===== src/rtl/control_seq.sv =====
// control_seq: instruction-phase sequencer for the CPU datapath.
// Ports: clk, rst_n, opcode, isaluop, mem_ready, resume (in);
//   do_fetch..do_next phase strobes, halted, illegal_op (pulse),
//   bus_err (sticky), state (debug) (out).
//   Optional CONTROL_STEP_EN adds step_en (single-step via HALT).
module control_seq #(
  parameter int unsigned OP_WIDTH = 4,
  parameter logic [OP_WIDTH-1:0] OP_NOP     = OP_WIDTH'(0),
  parameter logic [OP_WIDTH-1:0] OP_LOAD    = OP_WIDTH'(1),
  parameter logic [OP_WIDTH-1:0] OP_STORE   = OP_WIDTH'(2),
  parameter logic [OP_WIDTH-1:0] OP_LOADIMM = OP_WIDTH'(3),
  parameter logic [OP_WIDTH-1:0] OP_IN      = OP_WIDTH'(4),
  parameter logic [OP_WIDTH-1:0] OP_OUT     = OP_WIDTH'(5),
  parameter logic [OP_WIDTH-1:0] OP_JMP     = OP_WIDTH'(6),
  parameter logic [OP_WIDTH-1:0] OP_BR      = OP_WIDTH'(7),
  parameter logic [OP_WIDTH-1:0] OP_HALT    = OP_WIDTH'(8),
  parameter int unsigned WAIT_MAX = 15
) (
  input  logic                clk,
  input  logic                rst_n,
  input  logic [OP_WIDTH-1:0] opcode,
  input  logic                isaluop,
  input  logic                mem_ready,
  input  logic                resume,
`ifdef CONTROL_STEP_EN
  input  logic                step_en,
`endif
  output logic                do_fetch,
  output logic                do_regload,
  output logic                do_aluop,
  output logic                do_regstore,
  output logic                do_load,
  output logic                do_store,
  output logic                do_next,
  output logic                halted,
  output logic                illegal_op,
  output logic                bus_err,
  output logic [2:0]          state
);

  typedef enum logic [2:0] {
    FETCH    = 3'd0,
    REGLOAD  = 3'd1,
    ALUOP    = 3'd2,
    REGSTORE = 3'd3,
    LOAD     = 3'd4,
    STORE    = 3'd5,
    NEXT     = 3'd6,
    HALT     = 3'd7
  } state_t;

  // WAIT_MAX=0 would give a zero-width counter; keep one bit.
  localparam int CW =
    (WAIT_MAX > 0) ? $clog2(WAIT_MAX + 1) : 1;
  localparam bit TO_EN = (WAIT_MAX != 0);
  localparam logic [CW-1:0] WMAX = CW'(WAIT_MAX);

  state_t        st;
  state_t        rsm_tgt;
  logic [CW-1:0] cnt;

  logic dec_alu, dec_ld, dec_st, dec_imm;
  logic dec_br, dec_hlt, dec_ill;
  logic timeout;

  always_comb begin
    dec_alu = isaluop;
    dec_ld  = !isaluop &&
              (opcode == OP_LOAD || opcode == OP_IN);
    dec_st  = !isaluop &&
              (opcode == OP_STORE || opcode == OP_OUT);
    dec_imm = !isaluop && (opcode == OP_LOADIMM);
    dec_br  = !isaluop &&
              (opcode == OP_JMP || opcode == OP_BR);
    dec_hlt = !isaluop && (opcode == OP_HALT);
    dec_ill = !(dec_alu || dec_ld || dec_st ||
                dec_imm || dec_br || dec_hlt);
  end

  // Only meaningful in wait states with mem_ready low.
  assign timeout = TO_EN && (cnt == WMAX);

  always_ff @(posedge clk or negedge rst_n) begin
    if (!rst_n) begin
      st         <= FETCH;
      rsm_tgt    <= NEXT;
      cnt        <= '0;
      illegal_op <= 1'b0;
      bus_err    <= 1'b0;
    end else begin
      // Counter only survives a stay in a wait state.
      cnt        <= '0;
      illegal_op <= 1'b0;
      unique case (st)
        FETCH: begin
          if (mem_ready) begin
            st <= (opcode == OP_NOP) ? NEXT : REGLOAD;
          end else if (timeout) begin
            st      <= HALT;
            rsm_tgt <= NEXT;
            bus_err <= 1'b1;
          end else if (TO_EN) begin
            cnt <= cnt + CW'(1);
          end
        end
        REGLOAD: begin
          unique case (1'b1)
            dec_alu: st <= ALUOP;
            dec_ld:  st <= LOAD;
            dec_st:  st <= STORE;
            dec_imm: st <= REGSTORE;
            dec_br:  st <= NEXT;
            dec_hlt: begin
              st      <= HALT;
              rsm_tgt <= NEXT;
            end
            dec_ill: begin
              st         <= NEXT;
              illegal_op <= 1'b1;
            end
          endcase
        end
        ALUOP:    st <= REGSTORE;
        REGSTORE: st <= NEXT;
        LOAD, STORE: begin
          if (mem_ready) begin
            st <= (st == LOAD) ? REGSTORE : NEXT;
          end else if (timeout) begin
            // Faulting instruction is skipped on resume.
            st      <= HALT;
            rsm_tgt <= NEXT;
            bus_err <= 1'b1;
          end else if (TO_EN) begin
            cnt <= cnt + CW'(1);
          end
        end
        NEXT: begin
`ifdef CONTROL_STEP_EN
          if (step_en) begin
            st      <= HALT;
            rsm_tgt <= FETCH;
          end else begin
            st <= FETCH;
          end
`else
          st <= FETCH;
`endif
        end
        HALT: begin
          if (resume) begin
            st      <= rsm_tgt;
            bus_err <= 1'b0;
          end
        end
        default: st <= FETCH;
      endcase
    end
  end

  assign do_fetch    = (st == FETCH);
  assign do_regload  = (st == REGLOAD);
  assign do_aluop    = (st == ALUOP);
  assign do_regstore = (st == REGSTORE);
  assign do_load     = (st == LOAD);
  assign do_store    = (st == STORE);
  assign do_next     = (st == NEXT);
  assign halted      = (st == HALT);
  assign state       = st;

endmodule


===== config.mk =====
export PLATFORM = sky130hd
export DESIGN_NAME = control_seq
export DESIGN_NICKNAME = d
export VERILOG_FILES = /design/src/rtl/control_seq.sv
export SDC_FILE = /design/constraint.sdc
export NUM_CORES = 1
export LEC_CHECK = 0
export ABC_AREA = 0
export BUFFER_PORTS_ARGS = -buffer_cell sky130_fd_sc_hd__buf_4
export CORE_UTILIZATION = 30
export CTS_CLUSTER_DIAMETER = 120
export DETAILED_ROUTE_END_ITERATION = 16
export GPL_TIMING_DRIVEN = 0
export MAX_ROUTING_LAYER = met4
export SLEW_MARGIN = 20
export SYNTH_ARGS = -nofsm -noshare
export SYNTH_HDL_FRONTEND = slang
export SYNTH_SLANG_ARGS = --single-unit

===== constraint.sdc =====
create_clock -name clk -period 1.6 [get_ports clk]
set_clock_uncertainty 0.2 [all_clocks]
set_input_delay 0.16 -clock clk [delete_from_list [all_inputs] [get_ports clk]]
set_output_delay 0.16 -clock clk [all_outputs]
set_load 0.02 [all_outputs]

# Yosys cells after proc, flatten, opt, wreduce, memory -nomap -nowiden
# Cells that the tools add are included.
[totals]
regBits = 12
latchBits = 0
mem_bits_rw = 0
romBits = 0
inputBits = 9
out_inout_bits = 13
word_cells = 71
mem_count = 0
[op_classes]
add_sub_neg = 1
mul = 0
div = 0
magnitude_cmp = 0
n_eq_ne = 20
n_shift = 0
n_mux = 21
bitwise_logic = 0
reduce_logical = 24
[op_table]
columns = ["operator", "count"]
rows = [
  ["2-to-1 mux 3 bit", 9],
  ["one-hot mux 3 bit (7 select lines)", 1],
  ["one-hot mux 3 bit (6 select lines)", 1],
  ["equality test 4 x 3 -> 1 bit, second input constant", 4],
  ["equality test 3 bit, second input constant", 4],
  ["2-to-1 mux 4 bit", 3],
  ["equality test 4 x 2 -> 1 bit, second input constant", 2],
  ["equality test 4 bit, second input constant", 2],
  ["logical OR 1 bit", 8],
  ["AND reduction 4 bit", 2],
  ["equality test 3 x 2 -> 1 bit, second input constant", 2],
  ["one-hot mux 3 bit (2 select lines)", 1],
  ["logical AND 1 bit", 5],
  ["2-to-1 mux 1 bit", 5],
  ["adder 4 x 1 -> 4 bit, second input constant", 1],
  ["equality test 4 x 1 -> 1 bit, second input constant", 1],
  ["logical NOT 4 bit", 1],
  ["!= test 2 x 1 -> 1 bit, second input constant", 2],
  ["!= test 2 bit, second input constant", 2],
  ["nonzero test 2 bit", 2],
  ["OR reduction 2 bit", 2],
  ["equality test 3 x 1 -> 1 bit, second input constant", 1],
  ["logical NOT 3 bit", 1],
  ["OR reduction 3 bit", 1],
  ["other kinds (2)", 3],
]

# Longest topological paths before layout
# Gate-level depths: netlist of run 1.
[logic_depth]
ltp_word = 12
depth_mapped = 5
ltp_nobuf = 5

# Worst setup path after synthesis of run 1
# OpenSTA, ideal clock, no wires.
[synth_timing]
path_type = "register to output"
startpoint = "register st[1], in the netlist state[1]"
endpoint = "output do_load"
arrival_time_ps = 1214
required_time_ps = 1240
slack_ps = 26
stages_incl_launch_ff = 3
n_path_buf = 1
path_cell_list = "dfrtp_1 -> buf_4 -> nor3_1"
[synth_via]
elab_chain_len = 1
[synth_lines]
columns = ["element", "line", "source"]
rows = [
  ["start, declared", "58", "state_t st;"],
  ["start signal, assigned", "97", "st <= (opcode == OP_NOP) ? NEXT : REGLOAD;"],
  ["start signal, assigned", "127", "st <= (st == LOAD) ? REGSTORE : NEXT;"],
  ["start signal, assigned", "151", "st <= rsm_tgt;"],
  ["equality test 3 bit", "164", "assign do_load = (st == LOAD);"],
  ["end, declared", "32", "output logic do_load,"],
]
# No other way between the ends.

# Final worst setup path of run 1
[layout_timing]
startpoint = "register st[0], in the netlist state[0]"
endpoint = "output do_aluop"
[layout_via]
elab_chain_len = 1
[layout_lines]
columns = ["element", "line", "source"]
rows = [
  ["equality test 3 x 2 -> 1 bit", "162", "assign do_aluop = (st == ALUOP);"],
  ["end, declared", "30", "output logic do_aluop,"],
]
# No other way between the ends.

==> summary.txt, run 1 <==
Outcome = finished, final reports clean
Area delta synth->final = 49.9%
Max Slew Vio Count = 0
PwrDens = 1570 mW/mm^2
Commonest non-fill, non-tap cell in the layout = buf_4
Antenna cells = 0
Most frequent cells in the layout = buf_4, nor2_1, dfrtp_1
Num CTS Buffers = 3
Pre-CTS WS = 0.0200 ns
TritonRoute pass-1 iters = 4
Delay of the slowest critical-path stage = 0.39 ns
Clk sinks = 9
Top cell type's share of synthesized area = 0.371
Crit path cell chain = buf_6 > nor2_2 > and2_1 > buf_4
Clock transition at path regs = 0.06 ns
Mapped Cells = 71
Largest net degree at the start of global routing = 11
Row cnt = 15
CP Buf/Inv Count = 2
Register bit total from synthesis = 9
Die width = 47.0 microns
Fin. Hold Viols = 0
Worst Tran Pin Value = 0.378 ns
GPL Wtd Cong = 0.773
Avg Inst Size Synth = 8.55 sq um
DRC Markers = 0
Clk buf depth = 2
Worst Path Required = 1.24 ns
Yosys top cell by area = dfrtp_1
DP HPWL = 1080 microns
Crit-path slowest cell = dfrtp_1
First-pass GRT wire length = 2320 microns
Cell variety after synth = 33
YS warnings = 0
Die H = 47.0 microns
Hold WS = 0.00941 ns
Fin crit period = 1.55 ns
P_leak = 0.424 nW
Antenna Violating Nets Remaining = 0
Max-slew headroom = 0.746
Post-Syn Nets = 81
DR vias = 639
H-Tree Depth = 1
FMAX = 646 MHz
Vias in the first global route = 529
Cell area after synthesis = 607 sq um
Via density = 5.07
Grt ovf = 0
Largest delay share family, worst path = flip-flops
Core area = 0.00180 sq mm
Root buffer cell = clkbuf_4
Max cap viols = 0
RSZ-0062 raised after global routing = true
I/O pin count = 22
Starting Density = 0.337
Setup ws final = 0.0515 ns
Clk_lat worst skew = 0.26 ns
First-iteration detailed-routing DRC count = 15
Post-route setup TNS = 0 ns
Crit-path max FO = 10
Area contributors post-synth = dfrtp_1, nor2_1, and3_1, nor3_1, o21ai_0
Ratio of cells with drive above 1 in the final layout = 0.426
Crit path DAT = 1.19 ns
Worst VDD drop = 0.000733 V
Number of buffers added on ports = 21
Post-DR wirelength/cell = 11.9 microns
Worst hold-check path type = in -> reg
Crit Path Class = reg -> out
Critical Path End Type = output port
Final period utilization = 0.968
Startpoint types = flip-flop
Die area = 0.00221 sq mm
Sequential area share after synthesis = 0.371
Total power = 1.43 mW
Setup Viol. Count Final = 0
GRT Total Usage = 0.158
TritonCTS clock tree = yes
Final net count = 112
Final Core Density = 0.505
Routed wire length = 1500 microns
Antenna violations before repair = 0
## registers in the layout, indices dropped and copies added, names as in the netlist
signal / cells
cnt: 4
bus_err: 1
state: 3
illegal_op: 1
## per-stage QoR
| step | area [sq um] | std cells |
|---|---|---|
| floorplan | 607 | 71 |
| global placement | 796 | 117 |
| detailed placement | 796 | 117 |
| CTS | 855 | 124 |
| global route | 910 | 126 |
| finish | 910 | 126 |
## cells by family after synthesis
| family | after synthesis | share of synthesized area |
|---|---|---|
| multiplexers | 1 | 0.0165 |
| AO/OA/AOI/OAI | 17 | 0.183 |
| AND/OR/NAND/NOR | 34 | 0.299 |
| XOR/XNOR | 3 | 0.0433 |
| adder cells (fa/ha/maj) | 1 | 0.0206 |
| flip-flops | 9 | 0.371 |
| buffers and inverters | 6 | 0.0660 |
## synth_stat cells
master / number
xnor2_1: 1
buf_6: 1
xor2_1: 2
nor4_1: 1
and3_1: 4
nor4b_1: 1
inv_4: 1
nand2_2: 1
a31oi_1: 2
ha_1: 1
o2111ai_1: 1
nor3_1: 5
a32oi_1: 1
a21boi_1: 1
o21ai_0: 5
o21ai_1: 1
and2_1: 1
nor2b_1: 1
nand3_1: 4
inv_2: 1
nand2_1: 2
nand2_4: 1
mux2i_1: 1
nor2_1: 11
nor3_2: 1
or4_1: 1
a21oi_1: 3
a211o_2: 1
dfrtp_1: 9
a221o_2: 1
inv_1: 1
buf_4: 2
o31ai_1: 1
## area by class of cell
cell class                      count  area [sq um]
Multi-Input combinational cell     56           372
Buffer                              3          33.8
Fill cell                         179           892
Clock buffer                        4          26.3
Timing Repair Buffer               26           204
Tap cell                           25          31.3
Sequential cell                     9           226
Inverter                            3          16.3
## repair_timing
item                       in CTS  in global routing
gates resized for setup         2                 10
hold endpoints to repair       10                  0
hold buffers                    2                  0
setup buffers                   1                  2
setup endpoints to repair       3                  5
## worst register-to-register path: cells and delay by family (launching register included)
kind	cells	cell delay [ns]
compound gates	2	0.31
simple gates	1	0.11
mux	1	0.09
fa+ha+maj	1	0.25
flops	1	0.39
## final timing paths
| path | to | startpoint | slack, ns | cells past startpoint |
|---|---|---|---|---|
| worst max-delay path | do_aluop | state[0]$_DFFE_PN0P_ | 0.05 | 4 |
| min in group asynchronous | state[0]$_DFFE_PN0P_ | rst_n | 0.06 | 2 |
| worst min-delay path | bus_err$_DFFE_PN0P_ | resume | 0.009 | 4 |
| max in group asynchronous | state[1]$_DFFE_PN0P_ | rst_n | 0.99 | 2 |
| worst min register to register | cnt[0]$_DFF_PN0_ | cnt[0]$_DFF_PN0_ | 0.26 | 1 |
| worst max register to register | state[1]$_DFFE_PN0P_ | cnt[0]$_DFF_PN0_ | 0.11 | 5 |
## power by group
part | total (mW) | internal (mW) | switching (mW)
Sequential | 0.318 | 0.276 | 0.0414
Combinational | 0.934 | 0.401 | 0.533
Clock | 0.178 | 0.0962 | 0.0814
Total | 1.43 | 0.774 | 0.656
## metal layers
metal | up-vias | track usage | routed length (microns)
li1 | 326 | - | -
met1 | 288 | 0.219 | 732
met2 | 20 | 0.217 | 666
met3 | 5 | 0.0462 | 78
met4 | 0 | 0.0514 | 25
met5 | - | - | 0
(Power assumes the default switching activity.)
==> run 2, diff against run 1 <==
CTS_BUF_LIST = sky130_fd_sc_hd__clkbuf_16   (was unset)
SETUP_SLACK_MARGIN = 0.4   (was unset)
==> run 2 against run 1 <==
Against the previous run:
- the run now ends with hold timing left
- clock power increased by 140%
- utilization increased by 19 points
- total power increased by 62%
- flip-flop and latch count unchanged
- worst setup slack improved by 0.036 ns
- hold slack got worse by 0.074 ns
- register-to-register slack about the same
- critical endpoint is now do_next
- combinational power increased by 65%
==> summary.txt, run 2 (synthesis gave the netlist of run 1 again) <==
Comb pwr share = 0.667
H-Tree Depth = 1
GR Util met3 = 0.0615
Crit-path slowest cell = dfrtp_2
Busiest layer in global routing = met2
RSZ-0062 raised after global routing = true
Max Slew Vio Count = 0
Fin crit period = 1.51 ns
Net Switching = 0.939 mW
DR vias = 747
Outcome = finished, violations left
Crit path DAT = 1.15 ns
Antenna violations before repair = 0
Vias in the first global route = 656
Clk sinks = 9
Antenna Violating Nets Remaining = 0
Hold path depth = 2
Final net count = 125
Row cnt = 15
Met2 usage = 0.367
PwrDens = 1850 mW/mm^2
Worst hold-check path type = in -> reg
I/O pin count = 22
Antenna cells = 0
Final period utilization = 0.945
P_leak = 0.542 nW
Worst VDD drop = 0.00115 V
First-iteration detailed-routing DRC count = 6
Failing checks = hold timing
Worst Tran Pin Value = 0.332 ns
Largest net degree at the start of global routing = 10
Post-DR wirelength/cell = 14.5 microns
Critical path depth = 3
Max cap viols = 0
Area delta synth->final = 106%
Fin. Hold Viols = 1
Setup Viol. Count Final = 0
Internal power = 1.38 mW
DP HPWL = 1150 microns
R2R setup slack = 0.11 ns
Clk network pwr share = 0.183
TritonCTS clock tree = yes
Number of buffers added on ports = 21
Largest delay share family, worst path = flip-flops
Post-route setup TNS = 0 ns
Largest register FFs = 4
Via density = 5.37
Hold buffer count at CTS = 1
Delay of the slowest critical-path stage = 0.46 ns
Max-slew headroom = 0.777
Num CTS Buffers = 3
Starting Density = 0.337
Most frequent cells in the layout = buf_4, buf_6, dfrtp_1
Reg power frac = 0.150
Clk_lat worst skew = 0.23 ns
Core area = 0.00180 sq mm
GRT Total Usage = 0.209
DRC Markers = 0
Root buffer cell = clkbuf_16
TritonRoute pass-1 iters = 4
Die H = 47.0 microns
Hold WS = -0.0646 ns
Worst Path Required = 1.24 ns
Clk buf depth = 2
First-pass GRT wire length = 3070 microns
Commonest non-fill, non-tap cell in the layout = buf_4
R2R depth = 3
Crit Path Class = reg -> out
Critical Path End Type = output port
GR Layer Usage met1 = 0.246
CP Buf/Inv Count = 2
Ratio of cells with drive above 1 in the final layout = 0.658
FMAX = 661 MHz
GPL Wtd Cong = 0.755
Largest register by flop count = cnt
Die area = 0.00221 sq mm
Grt ovf = 0
Routed wire length = 2020 microns
Clock transition at path regs = 0.04 ns
Crit path cell chain = buf_8 > and3_4 > buf_6
Startpoint types = flip-flop
Die width = 47.0 microns
Crit-path max FO = 6
Switch share = 0.406
## run 2: cell types whose count changed in the layout (fill, tap and decap cells not counted), sizes merged
cell / previous run / this run
buf: 27 / 41
clkbuf: 4 / 3
dlygate4sd3: 2 / 1
inv: 3 / 4
## run 2: what timing repair did
| action | 4_1_cts | 5_1_grt |
|---|---|---|
| setup endpoints to repair | 18 | 19 |
| pin swaps | 14 | 4 |
| gates resized for setup | 24 | 13 |
| hold endpoints to repair | 10 | 1 |
| buffers inserted | 17 | 0 |
## run 2: layout make-up
cell class / count / area, sq um
clock buffer: 3 / 75.1
fill: 145 / 553
timing repair buffer: 39 / 353
multi-input combinational: 56 / 488
buffer: 3 / 50.0
clock inverter: 1 / 3.75
inverter: 3 / 18.8
tap: 25 / 31.3
sequential: 9 / 229
## run 2: metal layers
| layer | wire length, microns | vias to the layer above |
|---|---|---|
| li1 | - | 342 |
| met1 | 817 | 356 |
| met2 | 1070 | 39 |
| met3 | 105 | 10 |
| met4 | 25 | 0 |
| met5 | 0 | - |
## run 2: power by group through the flow
| stage | sequential, mW | combinational, mW | clock, mW |
|---|---|---|---|
| final | 0.347 | 1.54 | 0.424 |
| after floorplan | 0.391 | 0.581 | 0 |
| after global routing | 0.352 | 1.63 | 0.448 |
| after CTS | 0.338 | 1.40 | 0.433 |
| after global placement | 0.353 | 0.896 | 0 |
| after detailed placement | 0.353 | 0.905 | 0 |
## run 2: worst paths after layout
path                                           start              endpoint
worst max-delay path            state[1]$_DFFE_PN0P_               do_next
worst min-delay path                         isaluop  illegal_op$_DFF_PN0_
worst max register to register  state[1]$_DFFE_PN0P_  state[2]$_DFFE_PN0P_
worst min register to register   bus_err$_DFFE_PN0P_   bus_err$_DFFE_PN0P_
max in group asynchronous                      rst_n  state[1]$_DFFE_PN0P_
min in group asynchronous                      rst_n      cnt[3]$_DFF_PN0_
## run 2: metrics by stage
| stage | area [sq um] | power (mW) | utilization | std cells | setup WS (ns) |
|---|---|---|---|---|---|
| after detailed placement | 860 | 1.26 | 0.477 | 117 | 0.103 |
| after global routing | 1250 | 2.43 | 0.693 | 139 | 0.0518 |
| final | 1250 | 2.31 | 0.693 | 139 | 0.0876 |
| after floorplan | 671 | 0.972 | - | 71 | 0.189 |
| after CTS | 1190 | 2.17 | 0.663 | 139 | 0.103 |
| after global placement | 860 | 1.25 | 0.477 | 117 | 0.0996 |
==> run 3, diff against run 2 <==
REMOVE_ABC_BUFFERS = 1   (was unset)
==> run 3 against run 2 <==
Against the previous run:
- non-clock buffer count fell by 4
- combinational power fell by 24%
- hold slack improved by 0.11 ns
- clock power rose by 4.7%
- the flow now finishes without violations
- final area fell by 11%
- register-to-register slack got worse by 0.03 ns
- global-route usage fell by 2.1 points
- critical path type unchanged
- worst setup slack got worse by 0.012 ns
- sequential share of layout area rose by 2.4 points
- final cell count fell by 2.9%
- critical endpoint is now do_regstore
==> summary.txt, run 3 (synthesis gave the netlist of run 1 again) <==
Final period utilization = 0.953
Num CTS Buffers = 3
CP Capture Point = do_regstore
Hold path depth = 3
Reg2reg end = state[1]$_DFFE_PN0P_
Fin. Hold Viols = 0
Via density = 5.13
Row cnt = 15
Worst hold-check path type = in -> reg
Die H = 47.0 microns
Max cap viols = 0
Largest delay share family, worst path = flip-flops
FMAX = 656 MHz
Hold WS = 0.0492 ns
Post-DR wirelength/cell = 14.8 microns
Die width = 47.0 microns
Grt ovf = 0
DP HPWL = 1070 microns
Post-route setup TNS = 0 ns
H-Tree Depth = 1
Vias in the first global route = 612
DR vias = 693
Crit path cell chain = buf_6 > nand2_2 > nor2_2 > buf_4
Ratio of cells with drive above 1 in the final layout = 0.582
Final Cell Area = 0.00111 sq mm
Area post-placement = 769 sq um
Clk_lat worst skew = 0.24 ns
Critical path origin = state[1]$_DFFE_PN0P_
Final net count = 121
R2R setup slack = 0.08 ns
Largest register FFs = 4
Max Slew Vio Count = 0
Setup Viol. Count Final = 0
R2R depth = 5
Total power = 2.02 mW
Delay of the slowest critical-path stage = 0.44 ns
Antenna Violating Nets Remaining = 0
CP Buf/Inv Count = 2
Crit Path Class = reg -> out
Fin crit period = 1.52 ns
First-iteration detailed-routing DRC count = 10
I/O pin count = 22
Most frequent cells in the layout = buf_4, buf_6, nor2_1, dfrtp_1
P_leak = 0.499 nW
Critical path depth = 4
Hold Startpoint = mem_ready
Routed wire length = 1990 microns
Critical Path End Type = output port
Largest net degree at the start of global routing = 10
PwrDens = 1830 mW/mm^2
Worst VDD drop = 0.000865 V
Outcome = finished, final reports clean
RSZ-0062 raised after global routing = true
Area delta synth->final = 82.3%
Antenna violations before repair = 0
Crit-path max FO = 6
Clk sinks = 9
TritonRoute pass-1 iters = 4
Number of buffers added on ports = 21
Max-slew headroom = 0.773
Crit path DAT = 1.16 ns
Largest register by flop count = cnt
Startpoint types = flip-flop
Starting Density = 0.337
Root buffer cell = clkbuf_16
GRT Total Usage = 0.188
Worst Tran Pin Value = 0.338 ns
Commonest non-fill, non-tap cell in the layout = buf_4
TritonCTS clock tree = yes
Worst Path Required = 1.24 ns
R2r startpoint = state[0]$_DFFE_PN0P_
DRC Markers = 0
Crit-path slowest cell = dfrtp_2
Die area = 0.00221 sq mm
Clk buf depth = 2
Antenna cells = 0
First-pass GRT wire length = 2750 microns
Core area = 0.00180 sq mm
GPL Wtd Cong = 0.745
Clock transition at path regs = 0.04 ns
==> run 3: per-stage QoR <==
stage               utilization  worst slack, ns  instances
finish                    0.614           0.0760        135
detailed placement        0.427           0.0432        114
CTS                       0.571           0.0942        132
global route              0.614           0.0392        135
floorplan                     -          -0.0117         68
global placement          0.427           0.0524        114
==> run 3: worst register-to-register path: cells and delay by family (launching register included) <==
family | cells | cell delay (ns)
AO/OA/AOI/OAI | 2 | 0.28
buffers and inverters | 3 | 0.42
flip-flops | 1 | 0.48
==> run 3: worst min-delay path by stage <==
| stage | to | slack [ns] |
|---|---|---|
| 2_1_floorplan | bus_err$_DFFE_PN0P_ | -0.34 |
| 3_3_place_gp | cnt[3]$_DFF_PN0_ | -0.21 |
| 3_5_place_dp | cnt[3]$_DFF_PN0_ | -0.21 |
| 4_1_cts | cnt[0]$_DFF_PN0_ | 0.04 |
| 5_1_grt | cnt[2]$_DFF_PN0_ | 0.08 |
| 6_report | state[0]$_DFFE_PN0P_ | 0.05 |
==> run 3: area by class of cell <==
type / instances / area (sq um)
multi-input cells: 56 / 413
repair buffers: 38 / 339
clock buffers: 3 / 75.1
well taps: 25 / 31.3
fillers: 167 / 696
flip-flops and latches: 9 / 229
inverters: 3 / 13.8
clock inverters: 1 / 5.00
==> run 3: timing repair <==
item / CTS / global route
endpoints found under the hold margin: 10 / 0
buffers inserted: 12 / 3
gates resized for setup: 22 / 15
setup endpoints to repair: 20 / 20
pin swaps: 10 / 8
hold buffers: 2 / 0
==> run 3: power breakdown <==
part	internal, mW	leakage (nW)	switching [mW]
Sequential	0.282	0.115	0.122
Clock	0.330	0.0409	0.114
Combinational	0.606	0.343	0.567
==> run 3: metal layers <==
layer	vias up	global-route usage	wire length, microns	part of all wire
met3	4	0.0346	90	0.045
met5	-	-	0	0
li1	339	-	-	-
met1	325	0.219	778	0.39
met2	25	0.319	1090	0.55
met4	0	0.0686	29	0.015
